[src/rtl/song_reader.sv]
// rtl/song_reader.sv - note sequencer that walks a song ROM and issues note commands to chords
//
// Reads one entry per fetch from an external synchronous song ROM (one cycle of
// read latency) and acts on it:
//   note entry     {0, note!=0, dur} : latch note/duration, strobe new_note once
//   advance entry  {1, 0, D>0}       : hold the sequence for D beats
//   end marker     {0, 0, 0}         : strobe song_done, park in DONE
//   skipped        {1, x, 0}, {0, 0, dur!=0} : move to the next entry silently
// Walking past the last index of a song also ends it (no wrap to entry 0).
//
// Ports
//   clk        in   system clock, rising edge
//   reset      in   asynchronous active-low reset
//   play       in   1 = run, 0 = freeze state, counters and strobes
//   song       in   song select; a change restarts the reader from IDLE
//   beat       in   one-cycle beat pulse used to time advance entries
//   rom_addr   out  {song_q, idx}, registered
//   rom_data   in   {advance, note, duration}, valid one cycle after rom_addr
//   note       out  last issued note, registered and held
//   duration   out  last issued duration, registered and held
//   new_note   out  one-cycle strobe: note/duration are a fresh command
//   song_done  out  one-cycle strobe, registered, on entering DONE

module song_reader #(
    parameter int SONG_W = 2,
    parameter int IDX_W  = 5,
    parameter int NOTE_W = 6,
    parameter int DUR_W  = 6
) (
    input  logic                    clk,
    input  logic                    reset,
    input  logic                    play,
    input  logic [SONG_W-1:0]       song,
    input  logic                    beat,
    output logic [SONG_W+IDX_W-1:0] rom_addr,
    input  logic [NOTE_W+DUR_W:0]   rom_data,
    output logic [NOTE_W-1:0]       note,
    output logic [DUR_W-1:0]        duration,
    output logic                    new_note,
    output logic                    song_done
);

    typedef enum logic [2:0] {
        S_IDLE,
        S_FETCH,
        S_WAIT_ROM,
        S_DECODE,
        S_NOTE_OUT,
        S_WAIT_BEATS,
        S_DONE
    } state_t;

    localparam logic [IDX_W-1:0] IDX_LAST = '1;

    // Registered state
    state_t                    r_state;
    logic [IDX_W-1:0]          r_idx;
    logic [DUR_W-1:0]          r_beat_cnt;
    logic [DUR_W-1:0]          r_wait_d;
    logic [SONG_W-1:0]         r_song_q;
    logic [SONG_W+IDX_W-1:0]   r_rom_addr;
    logic [NOTE_W-1:0]         r_note;
    logic [DUR_W-1:0]          r_duration;
    logic                      r_song_done;

    // Next-state values
    state_t                    w_state_nxt;
    logic [IDX_W-1:0]          w_idx_nxt;
    logic [DUR_W-1:0]          w_beat_cnt_nxt;
    logic [DUR_W-1:0]          w_wait_d_nxt;
    logic [SONG_W-1:0]         w_song_q_nxt;
    logic [SONG_W+IDX_W-1:0]   w_rom_addr_nxt;
    logic [NOTE_W-1:0]         w_note_nxt;
    logic [DUR_W-1:0]          w_duration_nxt;
    logic                      w_song_done_nxt;
    logic                      w_step;

    // Fields of the entry currently presented by the ROM
    logic                      w_ent_adv;
    logic [NOTE_W-1:0]         w_ent_note;
    logic [DUR_W-1:0]          w_ent_dur;

    logic                      w_song_chg;
    logic                      w_run;
    logic [DUR_W-1:0]          w_beat_inc;

    assign w_ent_adv  = rom_data[NOTE_W+DUR_W];
    assign w_ent_note = rom_data[NOTE_W+DUR_W-1:DUR_W];
    assign w_ent_dur  = rom_data[DUR_W-1:0];

    // IDLE tracks the song input itself, so a mismatch only matters elsewhere.
    assign w_song_chg = (r_state != S_IDLE) && (song != r_song_q);
    assign w_run      = play && !w_song_chg;

    // beat_cnt never exceeds D-1 here, so the increment cannot overflow.
    assign w_beat_inc = r_beat_cnt + 1'b1;

    always_ff @(posedge clk or negedge reset) begin
        if (!reset) begin
            r_state     <= S_IDLE;
            r_idx       <= '0;
            r_beat_cnt  <= '0;
            r_wait_d    <= '0;
            r_song_q    <= '0;
            r_rom_addr  <= '0;
            r_note      <= '0;
            r_duration  <= '0;
            r_song_done <= 1'b0;
        end else begin
            r_state     <= w_state_nxt;
            r_idx       <= w_idx_nxt;
            r_beat_cnt  <= w_beat_cnt_nxt;
            r_wait_d    <= w_wait_d_nxt;
            r_song_q    <= w_song_q_nxt;
            r_rom_addr  <= w_rom_addr_nxt;
            r_note      <= w_note_nxt;
            r_duration  <= w_duration_nxt;
            r_song_done <= w_song_done_nxt;
        end
    end

    always_comb begin
        w_state_nxt     = r_state;
        w_idx_nxt       = r_idx;
        w_beat_cnt_nxt  = r_beat_cnt;
        w_wait_d_nxt    = r_wait_d;
        w_song_q_nxt    = r_song_q;
        w_rom_addr_nxt  = r_rom_addr;
        w_note_nxt      = r_note;
        w_duration_nxt  = r_duration;
        w_song_done_nxt = 1'b0;
        w_step          = 1'b0;

        if (w_song_chg) begin
            // Restart wins over everything, even while paused.
            w_state_nxt    = S_IDLE;
            w_idx_nxt      = '0;
            w_beat_cnt_nxt = '0;
        end else if (r_state == S_IDLE) begin
            w_song_q_nxt = song;
            w_idx_nxt    = '0;
            if (play) begin
                w_state_nxt = S_FETCH;
            end
        end else if (play) begin
            case (r_state)
                S_FETCH: begin
                    w_rom_addr_nxt = {r_song_q, r_idx};
                    w_state_nxt    = S_WAIT_ROM;
                end
                S_WAIT_ROM: begin
                    w_state_nxt = S_DECODE;
                end
                S_DECODE: begin
                    if (!w_ent_adv) begin
                        if (w_ent_note != '0) begin
                            w_note_nxt     = w_ent_note;
                            w_duration_nxt = w_ent_dur;
                            w_state_nxt    = S_NOTE_OUT;
                        end else if (w_ent_dur == '0) begin
                            w_song_done_nxt = 1'b1;
                            w_state_nxt     = S_DONE;
                        end else begin
                            w_step = 1'b1;
                        end
                    end else if (w_ent_dur == '0) begin
                        w_step = 1'b1;
                    end else begin
                        // A beat arriving in this cycle is deliberately ignored.
                        w_beat_cnt_nxt = '0;
                        w_wait_d_nxt   = w_ent_dur;
                        w_state_nxt    = S_WAIT_BEATS;
                    end
                end
                S_NOTE_OUT: begin
                    w_step = 1'b1;
                end
                S_WAIT_BEATS: begin
                    if (beat) begin
                        w_beat_cnt_nxt = w_beat_inc;
                        if (w_beat_inc == r_wait_d) begin
                            w_step = 1'b1;
                        end
                    end
                end
                S_DONE: begin
                    w_state_nxt = S_DONE;
                end
                default: begin
                    w_state_nxt = S_IDLE;
                end
            endcase

            // Moving past an entry: the last index ends the song instead of wrapping.
            if (w_step) begin
                if (r_idx == IDX_LAST) begin
                    w_song_done_nxt = 1'b1;
                    w_state_nxt     = S_DONE;
                end else begin
                    w_idx_nxt   = r_idx + 1'b1;
                    w_state_nxt = S_FETCH;
                end
            end
        end
    end

    assign rom_addr  = r_rom_addr;
    assign note      = r_note;
    assign duration  = r_duration;
    assign song_done = r_song_done;
    assign new_note  = (r_state == S_NOTE_OUT) && w_run;

endmodule
[config.mk]
export PLATFORM = sky130hd
export DESIGN_NAME = song_reader
export DESIGN_NICKNAME = d
export VERILOG_FILES = /design/src/rtl/song_reader.sv
export SDC_FILE = /design/constraint.sdc
export NUM_CORES = 1
export LEC_CHECK = 0
export ABC_AREA = 1
export CORE_ASPECT_RATIO = 0.7
export CORE_MARGIN = 5
export CORE_UTILIZATION = 28
export DETAILED_ROUTE_END_ITERATION = 12
export SLEW_MARGIN = 20
export SYNTH_ARGS = -nofsm -noshare
export SYNTH_HDL_FRONTEND = slang
export SYNTH_SLANG_ARGS = --single-unit
[constraint.sdc]
create_clock -name clk -period 2.4 [get_ports clk]
set_input_delay 0.48 -clock clk [delete_from_list [all_inputs] [get_ports clk]]
set_output_delay 0.48 -clock clk [all_outputs]
set_load 0.01 [all_outputs]
* Yosys cells after proc, flatten, opt, wreduce, memory -nomap -nowiden
Index checks and enable logic that the tools add are counted.
** Storage, ports and cells
- Word-level logic and storage cells :: 93
- Bits of input ports :: 19
- Flip-flop bits (word level) :: 42
** Cells by class
- Eq/ne operators :: 17
- Multiplexer cells :: 41
- Bitwise operators :: 4
- $add $sub $neg :: 2
- Reduce and logical (&&, ||, !) cells :: 20
** Operator list (count)
- 2-to-1 mux 6 bit :: 6
- 2-to-1 mux 3 bit :: 10
- 2-to-1 mux 5 bit :: 5
- AND reduction 6 bit :: 3
- 2-to-1 mux 1 bit :: 17
- case mux 3 bit (5 select lines) :: 1
- inequality test 3 bit, second input constant :: 4
- case mux 6 bit (2 select lines) :: 1
- nonzero test 3 bit :: 4
- == test 3 bit, second input constant :: 3
- AND reduction 4 bit :: 2
- inequality test 7 bit, second input constant :: 1
- adder 6 x 1 -> 6 bit, second input constant :: 1
- == test 3 x 2 -> 1 bit, second input constant :: 2
- == test 6 bit :: 1
- logical NOT 6 bit :: 1
- inequality test 6 bit, second input constant :: 1
- nonzero test 6 bit :: 1
- adder 5 x 1 -> 5 bit, second input constant :: 1
- == test 5 bit, second input constant :: 1
- inequality test 4 x 1 -> 1 bit, second input constant :: 1
- inverter 1 bit :: 4
- == test 3 x 1 -> 1 bit, second input constant :: 1
- logical AND 1 bit :: 3
- 9 further kinds :: 9

* Longest topological paths before layout
Gate-level depths: netlist of the first run.
- Depth after elaboration :: 12
- Gate-level depth with buffers :: 15
- Gate-level depth less buffers :: 15

* Worst setup path after synthesis of the first run
OpenSTA, ideal clock, no wires.
- Kind :: in2reg
- Start :: in song[0]
- End :: reg r_rom_addr[2] (netlist: rom_addr[2])
- Required time :: 2.275 ns
- Setup slack :: 0.699 ns
- Data arrival time :: 1.576 ns
- Cell stages on the path :: 8
- Buffers on the path :: 1
- Library setup time :: 0.125 ns
- Cell sequence :: xnor2_1 > nand2_1 > nor2_8 > nand2_4 > inv_4 > nand4_2 > buf_6 > mux2_4
** On the way
- Longest elaborated chain between the ends :: 4
** Ends and longest elaborated chain
- start, declared :: RTL line 33 : input logic [SONG_W-1:0] song,
- inequality test 2 bit :: RTL line 92 : assign w_song_chg = (r_state != S_IDLE) && (song != r_song_q);
- logical AND 1 bit :: RTL line 92
- inverter 1 bit (no source line)
- AND reduction 4 bit (no source line)
- end signal, assigned :: RTL line 115 : r_rom_addr <= w_rom_addr_nxt;
- end, declared :: RTL line 61 : logic [SONG_W+IDX_W-1:0] r_rom_addr;
Every way passes these cells.
A chain may end at the register's enable or synchronous reset.

* Worst setup path after layout of the first run
- Start :: in song[0]
- End :: out new_note
** On the way
- Longest elaborated chain between the ends :: 5
** Ends and longest elaborated chain
- inequality test 2 bit :: RTL line 92
- logical AND 1 bit :: RTL line 92
- logical NOT 1 bit :: RTL line 93 : assign w_run = play && !w_song_chg;
- logical AND 1 bit :: RTL line 93
- logical AND 1 bit :: RTL line 211 : assign new_note = (r_state == S_NOTE_OUT) && w_run;
- end, declared :: RTL line 39 : output logic new_note,
Every way passes these cells.

==> out/metrics.cfg, run 1 <==
[clock_network]
cts.clk_slew.worst_paths_ns = 0.06
clk_latency_ns = 0.28
cts.sinks = 42
htree_levels = 2
cts-root-buf = clkbuf_16
clock_path_buffers = 2
numCtsBuffers = 5
cts_tree = yes
cts_setup_buffers = 0
ctsHoldBuffers = 0

[synth]
synth_nets = 293
yosys_register_bits = 42
seq_area_frac_synth = 0.473
netlist_area_sq_um = 2220
synth_flop_cell = dfrtp_1
ys_types = 31
yosys_warnings = 0
synthCells = 271
synth-edff-count = 0
avgSynthCellArea_sq_um = 8.20
async_reset_ff_frac = 1.00

[cells_and_area]
fin_nets = 343
diodes = 0
synthToLayoutAreaGrowth_pct = 30.8
drive_gt1_frac = 0.124

[drt]
route.antenna.remaining_nets = 0
first_pass_iters = 4
wl_per_cell_um = 11.7
wirelength_mm = 4.93
drc = 0
vias = 1885
via_per_inst = 4.46
drtIter0Drc = 68

[pwr]
power.total_mw = 2.06
p_leak_nw = 1.40
powerDensity_nw_per_um2 = 709
irDropWorstVdd_v = 0.000446

[timing]
hold_slack_ns = 0.255
finalCritPeriodShare = 0.940
worst_pin_slew_ns = 0.526
min_period_ns = 2.26
tns_ns = 0
fmax_ghz = 0.443
slew_headroom = 0.650
fin_worst_skew_ns = 0.00471
setup_viol = 0
rsz0062_at_grt = no
final_max_slew_viol_count = 0
final_hold_viol_count = 0

[placement]
gp_congestion = 0.830
port_buffers = 39
hpwl_mm = 3.83

[worst_setup_path]
cp.required_ns = 1.92
crit_fanout = 2
worstSetupEndpointType = output pin
crit_type = input pin to output pin
arrival_ns = 1.78
rr_worst_depth = 12
crit_path_start_kind = input pin

[grt]
grt_pass1_wl_mm = 8.26
grt_usage = 0.103
grt_pass1_vias = 1812
overflow = 0
grt_max_degree = 43
antenna_found_initial = 0

[floorplan]
initial_utilization = 0.285
die_area_sq_um = 9840
ios = 40
rows = 27
die_w_um = 116
die_h_um = 84.5
core_area_sq_um = 7800

[status]
status = completed

[min_path]
min_path_type = input pin to async pin

[job]
cap_violations = 0

worst max-delay path: stages:
cell,delay (ns)
clkdlybuf4s50_1,0.49
xnor2_1,0.14
nand2_2,0.12
nand2_1,0.10
inv_1,0.05
nor3_1,0.11
dlygate4sd2_1,0.28
Yosys cell counts, types with 2 or more instances:
cell | instances | area share
a21oi_1 | 4 | 0.0090
buf_4 | 2 | 0.0068
buf_6 | 2 | 0.010
dfrtp_1 | 42 | 0.47
ha_1 | 3 | 0.017
inv_1 | 35 | 0.059
inv_2 | 3 | 0.0051
mux2_4 | 6 | 0.041
nand2_1 | 76 | 0.13
nand2_2 | 3 | 0.0085
nand3_1 | 27 | 0.061
nand4_1 | 4 | 0.011
nand4_2 | 2 | 0.011
nor2_1 | 15 | 0.025
nor2_2 | 2 | 0.0056
o21ai_0 | 25 | 0.056
o22ai_1 | 4 | 0.011
xnor2_1 | 2 | 0.0079
xor2_1 | 2 | 0.0079
path summary, 6_finish.rpt:
check                              startpoint  slack, ns          end
min in group clk                  rom_addr[0]       0.48  rom_addr[0]
worst min-delay path                    reset       0.25  duration[4]
worst max-delay path                  song[0]       0.14     new_note
worst max register to register  r_beat_cnt[0]       0.47     r_idx[0]
max in group asynchronous               reset       1.78  rom_addr[4]
worst min register to register    rom_addr[0]       0.48  rom_addr[0]
cells by family (layout without fill, tap and decap cells):
group	count (synthesis)	count (layout)	synth area share
simple gates	135	135	0.278
compound gates	35	35	0.0823
flops	42	42	0.473
fa+ha+maj	3	3	0.0169
buf+inv	45	96	0.0879
mux	7	7	0.0456
xor+xnor	4	4	0.0158
metrics by stage:
stage / setup WS (ns) / util / cells / area (sq um)
finish: 0.143 / 0.372 / 423 / 2910
global route: 0.0376 / 0.372 / 423 / 2910
CTS: 0.133 / 0.372 / 423 / 2910
detailed placement: -0.195 / 0.354 / 415 / 2760
global placement: -0.186 / 0.354 / 415 / 2760
floorplan: 0.699 / - / 271 / 2220
cell type report:
class,count,area [sq um]
flip-flops and latches,42,1050
clock inverters,2,13.8
well taps,101,126
clock buffers,6,129
fillers,800,4900
inverters,39,149
repair buffers,49,459
multi-input cells,184,977
placed cells by master, fill, tap and decap left out:
master and count:
or2_1 1, nand2_1 75, buf_4 10, o21ai_1 1, a211oi_1 1, nand4_2 2, o22ai_1 4, mux2_4 6
a21oi_1 4, inv_2 3, dlygate4sd2_1 1, nand3_2 1, nor2_2 2, clkinv_4 1, nand3_1 27, ha_1 3
o21ai_0 25, mux2_2 1, nand4_1 4, clkdlybuf4s50_1 37, nand2_4 1, nor2_8 1, inv_1 35, dfrtp_1 42
inv_4 1, clkbuf_1 1, xnor2_1 2, nor2_1 15, nand3b_1 1, nor3_1 1, clkbuf_16 5, buf_2 1
nand2_2 4, xor2_1 2, clkinv_2 1
state kept, by name (all words and copies together) (netlist names):
signal,cells
r_beat_cnt,6
song_done,1
r_wait_d,6
r_state,3
duration,6
r_idx,5
r_song_q,2
note,6
rom_addr,7
what timing repair did:
action,4_1_cts,5_1_grt
gates resized for setup,2,0
setup endpoints to repair,1,0
endpoints found under the hold margin,0,0
where the power goes:
group,internal [mW],switching [mW],total (mW)
logic,0.251,0.324,0.575
registers,0.778,0.0520,0.830
clock network,0.385,0.268,0.654
layer usage:
metal,global-route usage,up-vias,part of all wire,routed length (um)
met2,0.153,41,0.44,2150
met3,0.0274,7,0.038,189
met1,0.144,869,0.51,2510
met4,0.0337,0,0.016,78
li1,-,968,-,-
met5,0,-,0,0
Power figures use the tool's default switching activity.
==> inputs of run 2 (changes only) <==
Settings changed: CELL_PAD_IN_SITES_DETAIL_PLACEMENT set to 0, CELL_PAD_IN_SITES_GLOBAL_PLACEMENT set to 1, PLACE_DENSITY_LB_ADDON set to 0.1, SKIP_CTS_REPAIR_TIMING set to 1.
==> out/metrics.cfg, run 2 (synthesis gave the netlist of run 1 again) <==
[timing]
worst_pin_slew_ns = 0.561
hold_slack_ns = 0.274
tns_ns = 0
setup_viol = 0
fin_worst_skew_ns = 0.00671
min_period_ns = 2.10
fmax_ghz = 0.476
rsz0062_at_grt = no
final_hold_viol_count = 0
slew_headroom = 0.626
finalCritPeriodShare = 0.875
final_max_slew_viol_count = 0

[worst_setup_path]
rr_worst_depth = 12
arrival_ns = 1.62
crit_path_start_kind = input pin
crit_fanout = 2
r2r-end = r_idx[4]
rrSetupSlack_ns = 0.44
cp.required_ns = 1.92
worstSetupEndpointType = output pin
crit_type = input pin to output pin
rr_startpoint = r_beat_cnt[0]

[clock_network]
cts_tree = yes
cts-root-buf = clkbuf_16
clk_latency_ns = 0.28
numCtsBuffers = 5
clock_path_buffers = 2
htree_levels = 2
cts.sinks = 42
cts.clk_slew.worst_paths_ns = 0.05

[floorplan]
rows = 27
die_area_sq_um = 9840
die_h_um = 84.5
initial_utilization = 0.285
die_w_um = 116
ios = 40
core_area_sq_um = 7800

[cells_and_area]
final_common_cell = nand2_1
fin_nets = 348
final_cell_mix = nand2_1 (76), dfrtp_1 (42), clkdlybuf4s50_1 (37)
fillers = 816
largest_reg_flops = 7
synthToLayoutAreaGrowth_pct = 33.7
multiInputGateArea_sq_um = 975
seq_area_sq_um = 1050
diodes = 0
drive_gt1_frac = 0.135

[drt]
drc = 0
wirelength_mm = 5.27
via_per_inst = 4.28
first_pass_iters = 4
vias = 1826
drtIter0Drc = 82
wl_per_cell_um = 12.3
route.antenna.remaining_nets = 0

[grt]
grt_usage = 0.114
grt_pass1_vias = 1725
grt_pass1_wl_mm = 8.84
grt_max_degree = 43
antenna_found_initial = 0
overflow = 0

[pwr]
p_leak_nw = 1.45
powerDensity_nw_per_um2 = 740
irDropWorstVdd_v = 0.000279

[placement]
hpwl_mm = 4.02
gp_congestion = 0.750
port_buffers = 39

[min_path]
min_path_type = input pin to async pin

[job]
cap_violations = 0

[status]
status = completed

[run 2: changes by cell type in the layout (fill, tap and decap cells not counted), sizes merged]
cell and delta:
dlygate4sd2 -1, clkinv -2, buf +5, bufinv +1, dlymetal6s2s +1
[run 2: cell type report]
cell class,instances,area share
Timing Repair Buffer,54,0.168
Multi-Input combinational cell,184,0.328
Inverter,39,0.0501
Tap cell,101,0.0425
Clock buffer,6,0.0468
Sequential cell,42,0.354
Clock inverter,1,0.0101
[run 2: report_power, final]
group,internal (mW),switching (mW)
registers,0.778,0.0487
logic,0.263,0.326
clock network,0.513,0.269
total,1.55,0.644
[run 2: per-layer routing]
metal	vias to the layer above	wire, um	GRT usage
li1	978	-	-
met1	805	3030	0.186
met2	38	1870	0.134
met3	5	318	0.0432
met4	0	46	0.0285
met5	-	0	0
[run 2: stage by stage]
stage                     utilization  setup slack (ns)  power [mW]  std cells  cell area [sq um]
after detailed placement        0.359            -0.126        1.43        420               2800
after floorplan                     -             0.699        1.17        271               2220
final                           0.381             0.300        2.20        427               2970
after global routing            0.381             0.183        2.34        427               2970
after CTS                       0.380            -0.127        2.22        427               2970
after global placement          0.359            -0.116        1.43        420               2800
[run 2: how the worst max path moves through the flow]
stage	from	endpoint	slack, ns	cells after the start
2_1_floorplan	song[0]	rom_addr[2]	0.70	8
5_1_grt	song[1]	new_note	0.18	7
3_3_place_gp	song[0]	new_note	-0.12	7
3_5_place_dp	song[0]	new_note	-0.13	7
6_report	song[0]	new_note	0.30	7
4_1_cts	song[0]	new_note	-0.13	7
[run 2: critical path: stages]
cell and delay [ns]:
clkdlybuf4s50_1 0.49, xnor2_1 0.12, nand2_1 0.09, nand2_1 0.08
inv_1 0.05, nor3_1 0.11, dlymetal6s2s_1 0.19
==> inputs of run 3 (changes only) <==
Settings changed: ABC_AREA 1 to unset, CORE_ASPECT_RATIO 0.7 to 0.8, SLEW_MARGIN 20 to 15.
==> out/metrics.cfg, run 3 <==
[placement]
place_ws_ns = -0.754
gp_congestion = 0.744
hpwl_mm = 4.17
dpl_cell_area_sq_um = 2990
port_buffers = 39

[floorplan]
die_h_um = 88.7
initial_utilization = 0.290
die_w_um = 108
core_area_sq_um = 7460
ios = 40
die_area_sq_um = 9610
rows = 28

[drt]
wl_per_cell_um = 14.2
vias = 1714
route.antenna.remaining_nets = 0
drtIter0Drc = 43
drc = 0
wirelength_mm = 5.49
first_pass_iters = 4
via_per_inst = 4.42

[timing]
setup_viol = 2
slew_headroom = 0.610
final_hold_viol_count = 0
rsz0062_at_grt = yes
tns_ns = -0.148
fin_worst_skew_ns = 0.00646
final_max_slew_viol_count = 0
fmax_ghz = 0.403
finalCritPeriodShare = 1.03
finalWorstSetupSlack_ns = -0.0829
worst_pin_slew_ns = 0.586
min_period_ns = 2.48

[job]
cap_violations = 0

[worst_setup_path]
worstSetupEndpointType = flop
rrSetupSlack_ns = 0.01
rr_startpoint = r_beat_cnt[1]
crit_fanout = 3
rr_worst_depth = 8
r2r-end = r_idx[3]
crit_path_start_kind = input pin
cp.required_ns = 2.63
cp-startpoint = rom_data[0]
crit_type = input pin to flop
arrival_ns = 2.71

[grt]
grt_pass1_wl_mm = 9.41
antenna_found_initial = 0
grt_usage = 0.127
overflow = 0
grt_pass1_vias = 1819
grt_max_degree = 24

[synth]
avgSynthCellArea_sq_um = 11.1
yosys_register_bits = 42
synth_nets = 218
ys_types = 41
netlist_area_sq_um = 2170
synth_top_area_frac = 0.485
synth_area_leader_cell = dfrtp_1
yosysMostFrequentCell = dfrtp_1
synth_flop_cell = dfrtp_1
yosys-top-cells-count = dfrtp_1 (42), nand2_1 (27), mux2_2 (26)
yosys_warnings = 0
async_reset_ff_frac = 1.00
synth-edff-count = 0
synthCells = 196
seq_area_frac_synth = 0.485
yosys-top-cells-area = dfrtp_1 (49%), mux2_2 (14%), nand2_1 (4.7%)

[status]
violations = setup timing
status = complete, but fails checks

[cells_and_area]
final_common_cell = dfrtp_1
fin_nets = 304
final_cell_mix = dfrtp_1 (41), buf_4 (39), clkdlybuf4s50_1 (33)
finish.instance_area_sq_um = 3220
fillers = 724
largest_reg_flops = 7
diodes = 0
drive_gt1_frac = 0.389
synthToLayoutAreaGrowth_pct = 48.8

[clock_network]
cts.sinks = 42
cts.clk_slew.worst_paths_ns = 0.09
clk_latency_ns = 0.30
htree_levels = 2
clock_path_buffers = 2
cts_tree = yes
numCtsBuffers = 5
cts-root-buf = clkbuf_8

[min_path]
min_path_type = input pin to async pin

[pwr]
irDropWorstVdd_v = 0.000278
powerDensity_nw_per_um2 = 679
p_leak_nw = 1.48

## run 3: changes by cell type after synthesis, sizes merged, moves of 5 or more
cell,delta
inv,-36
mux2,+21
nand2,-53
nand3,-21
nor2,-5
o21ai,-15
xnor2,+6
xor2,+5
## run 3: layout make-up
cell class | instances | area, sq um | area share
Multi-Input combinational cell | 147 | 1180 | 0.365
Sequential cell | 42 | 1050 | 0.326
Timing Repair Buffer | 83 | 757 | 0.235
Tap cell | 105 | 131 | 0.0408
Clock buffer | 6 | 82.6 | 0.0256
Clock inverter | 2 | 12.5 | 0.00388
Inverter | 3 | 11.3 | 0.00349
## run 3: cell families after synthesis
logic type	count (synthesis)	share of synthesized area
AO/OA/AOI/OAI	24	0.0734
AND/OR/NAND/NOR	75	0.185
buffers and inverters	7	0.0214
adder cells (fa/ha/maj)	3	0.0173
multiplexers	30	0.157
XOR/XNOR	15	0.0607
flip-flops	42	0.485
## run 3: where the power goes
group	switching [mW]	internal (mW)	total [mW]
registers	0.0685	0.805	0.874
logic	0.388	0.434	0.822
clock network	0.261	0.232	0.493
## run 3: metrics by stage
| step | util | hold WS, ns | power [mW] | cells |
|---|---|---|---|---|
| final | 0.432 | 0.169 | 2.19 | 388 |
| after floorplan | - | 0.184 | 1.25 | 196 |
| after global placement | 0.400 | 0.486 | 1.68 | 376 |
| after CTS | 0.413 | 0.181 | 2.19 | 384 |
| after detailed placement | 0.400 | 0.492 | 1.68 | 376 |
| after global routing | 0.432 | 0.214 | 2.35 | 388 |
## run 3: layer usage
layer | vias to the layer above | GRT usage | wire length [um]
li1 | 868 | - | -
met5 | - | 0 | 0
met4 | 0 | 0.0344 | 69
met3 | 8 | 0.0394 | 298
met1 | 801 | 0.179 | 2830
met2 | 37 | 0.188 | 2300
## run 3: critical path, stage by stage
cell     delay (ns)
buf_6          0.09
or4_4          0.53
or3_4          0.43
mux2i_4        0.21
o31ai_4        0.28
buf_6          0.15
o21ai_4        0.05
or3_4          0.37
a21oi_2        0.13
## run 3: how the worst max path moves through the flow
| stage | endpoint | slack (ns) | cells after the start |
|---|---|---|---|
| after detailed placement | r_beat_cnt[0] | -0.75 | 8 |
| after global routing | r_idx[3] | -0.12 | 9 |
| after global placement | r_beat_cnt[0] | -0.77 | 8 |
| after floorplan | r_state[1] | -0.14 | 7 |
| after CTS | r_beat_cnt[0] | -0.44 | 8 |
| final | r_idx[3] | -0.08 | 9 |
